--- src/rtl/accum_ctrl.sv ---
// Key-driven accumulator: synchronizes and debounces two active-low keys, then
// adds the synchronized switch value once per accumulate press into a running sum.
module accum_ctrl #(
  parameter int WIDTH           = 8,
  parameter int DEBOUNCE_CYCLES = 500000
) (
  input  logic             Clk,
  input  logic             Reset,
  input  logic [WIDTH-1:0] SW,
  input  logic             Accumulate_n,
  input  logic             Clear_n,
  output logic [WIDTH-1:0] Sum,
  output logic             Overflow,
  output logic             Busy,
  output logic [1:0]       o_dbg_state
);

  localparam int CW = (DEBOUNCE_CYCLES > 1) ? $clog2(DEBOUNCE_CYCLES) : 1;
  localparam int ACC = 0;
  localparam int CLR = 1;

  typedef enum logic [1:0] {
    IDLE = 2'd0,
    ADD  = 2'd1,
    HOLD = 2'd2
  } state_t;

  state_t           r_state;
  state_t           w_next;

  logic [WIDTH-1:0] r_sw_s1;
  logic [WIDTH-1:0] r_sw_s2;
  logic [1:0]       w_key_raw;
  logic [1:0]       r_key_s1;
  logic [1:0]       r_key_s2;
  logic [1:0]       r_key_deb;
  logic [1:0]       r_key_prev;
  logic [CW-1:0]    r_cnt [2];
  logic [1:0]       w_press;

  logic [WIDTH-1:0] r_operand;
  logic [WIDTH-1:0] r_sum;
  logic             r_ovf;
  logic [WIDTH:0]   w_add;
  logic             w_load_op;
  logic             w_do_add;
  logic             w_do_clear;

  assign w_key_raw = {Clear_n, Accumulate_n};

  // SW is only synchronized; it must be stable around the press anyway.
  always_ff @(posedge Clk) begin
    if (Reset) begin
      r_sw_s1 <= '1;
      r_sw_s2 <= '1;
    end else begin
      r_sw_s1 <= SW;
      r_sw_s2 <= r_sw_s1;
    end
  end

  // Per key: 2-flop sync, then a level only changes after a full run of
  // disagreeing samples; any agreeing sample restarts the run.
  always_ff @(posedge Clk) begin
    if (Reset) begin
      r_key_s1   <= '1;
      r_key_s2   <= '1;
      r_key_deb  <= '1;
      r_key_prev <= '1;
      for (int k = 0; k < 2; k++) begin
        r_cnt[k] <= '0;
      end
    end else begin
      r_key_s1   <= w_key_raw;
      r_key_s2   <= r_key_s1;
      r_key_prev <= r_key_deb;
      for (int k = 0; k < 2; k++) begin
        if (r_key_s2[k] == r_key_deb[k]) begin
          r_cnt[k] <= '0;
        end else if (r_cnt[k] == CW'(DEBOUNCE_CYCLES - 1)) begin
          r_key_deb[k] <= r_key_s2[k];
          r_cnt[k]     <= '0;
        end else begin
          r_cnt[k] <= r_cnt[k] + CW'(1);
        end
      end
    end
  end

  // One-cycle pulse on a debounced 1->0 transition only.
  assign w_press = r_key_prev & ~r_key_deb;

  always_ff @(posedge Clk) begin
    if (Reset) begin
      r_state <= IDLE;
    end else begin
      r_state <= w_next;
    end
  end

  // Clear outranks accumulate in IDLE; ADD always completes.
  always_comb begin
    w_next     = r_state;
    w_load_op  = 1'b0;
    w_do_add   = 1'b0;
    w_do_clear = 1'b0;
    case (r_state)
      IDLE: begin
        if (w_press[CLR]) begin
          w_do_clear = 1'b1;
        end else if (w_press[ACC]) begin
          w_load_op = 1'b1;
          w_next    = ADD;
        end
      end
      ADD: begin
        w_do_add = 1'b1;
        w_next   = HOLD;
      end
      HOLD: begin
        if (w_press[CLR]) begin
          w_do_clear = 1'b1;
        end
        if (r_key_deb[ACC]) begin
          w_next = IDLE;
        end
      end
      default: begin
        w_next = IDLE;
      end
    endcase
  end

  assign w_add = {1'b0, r_sum} + {1'b0, r_operand};

  always_ff @(posedge Clk) begin
    if (Reset) begin
      r_operand <= '0;
      r_sum     <= '0;
      r_ovf     <= 1'b0;
    end else begin
      if (w_load_op) begin
        r_operand <= r_sw_s2;
      end
      if (w_do_clear) begin
        r_sum <= '0;
        r_ovf <= 1'b0;
      end else if (w_do_add) begin
        r_sum <= w_add[WIDTH-1:0];
        r_ovf <= r_ovf | w_add[WIDTH];
      end
    end
  end

  assign Sum         = r_sum;
  assign Overflow    = r_ovf;
  assign Busy        = (r_state == ADD) || (r_state == HOLD);
  assign o_dbg_state = r_state;

endmodule

--- config.mk ---
export PLATFORM = sky130hd
export DESIGN_NAME = accum_ctrl
export DESIGN_NICKNAME = d
export VERILOG_FILES = /design/src/rtl/accum_ctrl.sv
export SDC_FILE = /design/constraint.sdc
export NUM_CORES = 1
export LEC_CHECK = 0
export BUFFER_PORTS_ARGS = -buffer_cell sky130_fd_sc_hd__buf_2
export CORE_MARGIN = 8
export CORE_UTILIZATION = 30
export DETAILED_ROUTE_END_ITERATION = 8
export GPL_ROUTABILITY_DRIVEN = 0
export HOLD_SLACK_MARGIN = 0.1
export RECOVER_POWER = 25
export SLEW_MARGIN = 20
export SYNTH_ARGS = -nofsm -noshare
export SYNTH_HDL_FRONTEND = slang
export SYNTH_SLANG_ARGS = --single-unit
--- constraint.sdc ---
create_clock -name Clk -period 3.7 [get_ports Clk]
set_clock_uncertainty 0.15 [all_clocks]
set_input_delay 0 -clock Clk [delete_from_list [all_inputs] [get_ports Clk]]
set_output_delay 0 -clock Clk [all_outputs]
set_load 0.005 [all_outputs]
# [Word level (Yosys, flattened, before mapping)]
# Memories as Yosys holds them, arrays and structs flattened.
# Cells that the tools add are included.
[op_classes] addsub=3 eq_ne=9 mux=40 bitwise=11 reduce_logical=7
[op_table] op="$mux W19" n=6
[op_table] op="$add A19 B1 Y19 const B" n=2
[op_table] op="$eq A19 B19 Y1 const B" n=2
[op_table] op="$mux W1" n=30
[op_table] op="$add A8 B8 Y9" n=1
[op_table] op="$or A1 B1 Y1" n=7
[op_table] op="$mux W2" n=3
[op_table] op="$ne A2 B2 Y1 const B" n=3
[op_table] op="$pmux W2 S3" n=1
[op_table] op="$reduce_and A2 Y1" n=2
[op_table] op="$reduce_or A2 Y1" n=2
[op_table] op="$reduce_and A3 Y1" n=1
[op_table] op="$and A2 B2 Y2" n=1
[op_table] op="$eq A1 B1 Y1" n=2
[op_table] op="$eq A2 B1 Y1 const B" n=1
[op_table] op="$eq A2 B2 Y1 const B" n=1
[op_table] op="$logic_not A2 Y1" n=1
[op_table] op="$not A1 Y1" n=2
[op_table] op="$not A2 Y2" n=1
[op_table] op="$logic_or A1 B1 Y1" n=1
[totals] ff_bits=43 ramBits=38 in_bits=12 output_inout_bits=12 wordCells=82 memories=1
[mem_list] memory="r_cnt" words=2 word_bits=19 read_ports=2 rd_clocked_by_memory_dff=0 write_ports=2 line="38" text="logic [CW-1:0] r_cnt [2];"

# [Depth between registers and ports, before layout]
[logic_depth] word_depth=7 mapped_depth=7 ltp_nobuf=6

# [Least setup slack after synthesis]
# Ideal clock, no wire load.
[synth_path] path_kind="register to register" from="mem r_cnt[1][10] in the netlist's numbering" to="mem r_cnt[1][10] in the netlist's numbering, data pin" setup_time_ns=0.254 arrival_time_ns=1.845 required_time_ns=3.296 slack_ns=1.451 stages_incl_launch_ff=6 path_buffers=1 synth_period_minus_slack_ns=2.249 cell_sequence="edfxtp_1 or4b_1 or4_4 o21ai_4 buf_6 nor2_1"
[synth_rtl] item="start: declaration" line="38"

==> qor.yml <==
insertion_delay_ns: 0.34
coreArea_sq_um: 12670
rrSetupSlack_ns: 1.31
setup_tns_ns: 0
syn_area_sq_um: 3895
dieArea_sq_um: 16890
r2r_cells: 4
fin_crit_sh: 0.6733
power.leakage_nw: 1.755
crit_fanout: 38
drive_above_1_share: 0.1360
r2r-start: "r_cnt[1][10]"
via_per_inst: 4.470
p_comb_frac: 0.037
area_delta_synth_final_pct: 20.56
fin_nets: 478
routed_wl_mm: 7.025
path_cells: "dlygate4sd3_1, clkbuf_1, inv_1, nand2_1, o21bai_2, nor2_1"
multi_input_area_sq_um: 1928
track_usage: 0.09026
drt-initial-drc-count: 158
status: "finished clean"
relSlewSlack: 0.07365
mostFrequentLayoutCells: "nor2_1 (46), dfxtp_1 (43), edfxtp_1 (38), conb_1 (38)"
cpMaxStageDelayCell: "clkbuf_1"
timing.rr.end: "r_cnt[1][2]"
crit_required_ns: 3.61
worstSetupEndpointType: "flip-flop"
synth_cell_type_count: 48
worst_path_largest_cell_delay_ns: 1.01
die_w_microns: 129.9
internal_power_mw: 1.460
swShare: 0.2247
num_antenna_cells: 0
p_per_area_nw_per_um2: 400.9
cp-start-kind: "input pin"
slew_viol_final: 0
dp_hpwl_mm: 4.992
grt_max_degree: 39
syn_area_per_cell_sq_um: 10.30
grt-ovfl-total: 0
syn_inst: 378
synth_edf_count: 38
port-buffer-count: 23
cts_buffers: 9
rows: 41
final_common_cell: "nor2_1"
initial_core_util: 0.3074
htreeDepth: 3
post-route-util: 0.3706
hold_start: "SW[0]"
synth-seq-cells: 81
wl_per_cell_microns: 11.19
arrival_ns: 2.40
cts_tree: "done"
clockPowerShare: 0.438
grt_first_pass_wirelength_mm: 12.19
setup_viol: 0
clock_path_buffers: 2
hold_class: "input pin to flip-flop"
vias: 2807
cap_violations: 0
rsz0062_at_grt: "false"
timing.hold.ws_ns: 0.2357
crit_type: "input pin to flip-flop"
whs_path_depth: 3
startpoint: "Reset"
drc_errors: 0
min_to: "r_sw_s1[0]"
ios: 24
ys.flop_type: "dfxtp_1"
ys_seq_area_frac: 0.5140
die_h_microns: 129.9
register_area_sq_um: 2002
grt_pass1_vias: 2759
yosys_warnings: 0
n_fill_cell: 1266
fmaxAchievable_mhz: 401.4
p_sw_mw: 0.4229
first_pass_iters: 7
ir_worst_vdd_v: 0.0002179
p_seq_frac: 0.525
hold_viol_final: 0
clk_pin_slew_ns: 0.06
grt_antenna_before_repair: 0
fin_crit_ns: 2.491
tightest_slew_ns: 1.390
antenna_left: 0
cts-root-buf: "clkbuf_16"
cts_sinks: 81
async_flop_share: 0
[power by group through the flow]
stage / combinational, mW / sequential [mW] / clock, mW
CTS: 0.0694 / 0.988 / 0.851
finish: 0.0697 / 0.988 / 0.825
global placement: 0.0592 / 1.01 / 0
global route: 0.0800 / 0.992 / 0.886
detailed placement: 0.0600 / 1.01 / 0
floorplan: 0.0478 / 1.00 / 0
[repair_timing]
item,CTS,global route
setup buffers,0,0
resized for setup,0,0
endpoints found under the hold margin,20,0
hold buffers,11,0
[metrics by stage]
step	total power [mW]	area, sq um	cells	setup WS (ns)
2_1_floorplan	1.048	4034	415	1.451
3_3_place_gp	1.066	4320	601	1.316
3_5_place_dp	1.068	4320	601	1.296
4_1_cts	1.908	4707	628	1.287
5_1_grt	1.958	4696	628	0.9273
6_report	1.883	4696	628	1.209
[cell usage after synthesis (2+ instances only)]
cell type / count / area share
nor2_1: 46 / 0.044
dfxtp_1: 43 / 0.22
edfxtp_1: 38 / 0.29
or2_2: 25 / 0.040
xnor2_1: 25 / 0.056
nand3_1: 20 / 0.026
nand2_1: 18 / 0.017
a21oi_1: 16 / 0.021
inv_1: 16 / 0.015
ha_1: 14 / 0.045
mux2i_1: 11 / 0.028
o21ai_0: 11 / 0.014
nor4_1: 8 / 0.013
nand4_1: 7 / 0.011
nor3_1: 7 / 0.0090
clkbuf_1: 6 / 0.0058
or4_1: 6 / 0.012
xor2_1: 6 / 0.013
nand3b_1: 4 / 0.0077
nor2b_1: 4 / 0.0064
o31ai_1: 4 / 0.0077
or3_1: 4 / 0.0064
and3_1: 3 / 0.0048
nor4b_1: 3 / 0.0067
a211oi_1: 2 / 0.0039
a21o_1: 2 / 0.0039
buf_2: 2 / 0.0026
nand2b_1: 2 / 0.0032
o2111ai_1: 2 / 0.0045
o211ai_1: 2 / 0.0039
o311ai_0: 2 / 0.0045
or3b_2: 2 / 0.0045
or4b_1: 2 / 0.0051
[sequential cells by signal, indices dropped and copies added, names as in the netlist]
register and cells:
Overflow 1, Sum 8, r_key_s2 2, r_cnt 38
r_key_s1 2, r_operand 8, r_sw_s1 8, r_key_prev 2
o_dbg_state 2, r_key_deb 2, r_sw_s2 8
[layout make-up]
cell class	instances	share of cell area
multi-input combinational	309	0.4106
timing repair buffer	34	0.04556
inverter	16	0.01279
clock inverter	7	0.01092
sequential	81	0.4263
clock buffer	9	0.04796
tap	172	0.04583
[critical path, delay by kind of cell]
kind	cells	cell delay, ns
AO/OA/AOI/OAI	1	0.33
buffers and inverters	3	1.76
AND/OR/NAND/NOR	2	0.31
[how the worst max path moves through the flow]
stage	depth (start not counted)	endpoint	slack, ns
after floorplan	5	r_cnt[1][10]	1.45
after global placement	4	r_cnt[1][5]	1.32
after detailed placement	4	r_cnt[1][10]	1.30
after CTS	4	r_cnt[1][2]	1.29
after global routing	6	r_cnt[0][7]	0.93
final	6	r_cnt[0][7]	1.21
[cell families after synthesis]
kind of cell | after synthesis | share of synthesized area
DFF | 81 | 0.5140
AOI/OAI and AO/OA | 48 | 0.08095
and+or+nand+nor | 166 | 0.2294
buffers and inverters | 25 | 0.02666
adders and majority gates | 15 | 0.05011
xor gates and xnor gates | 31 | 0.06971
muxes | 11 | 0.02827
other | 1 | 0.0009628
[layer usage]
layer  up-vias  wire [microns]  track usage
met5         -               0            0
met4         0             141      0.04577
met3         9             239      0.02407
met2        38            3269       0.1489
met1      1303            3374       0.1064
li1       1457               -            -
Power figures use the tool's default switching activity.
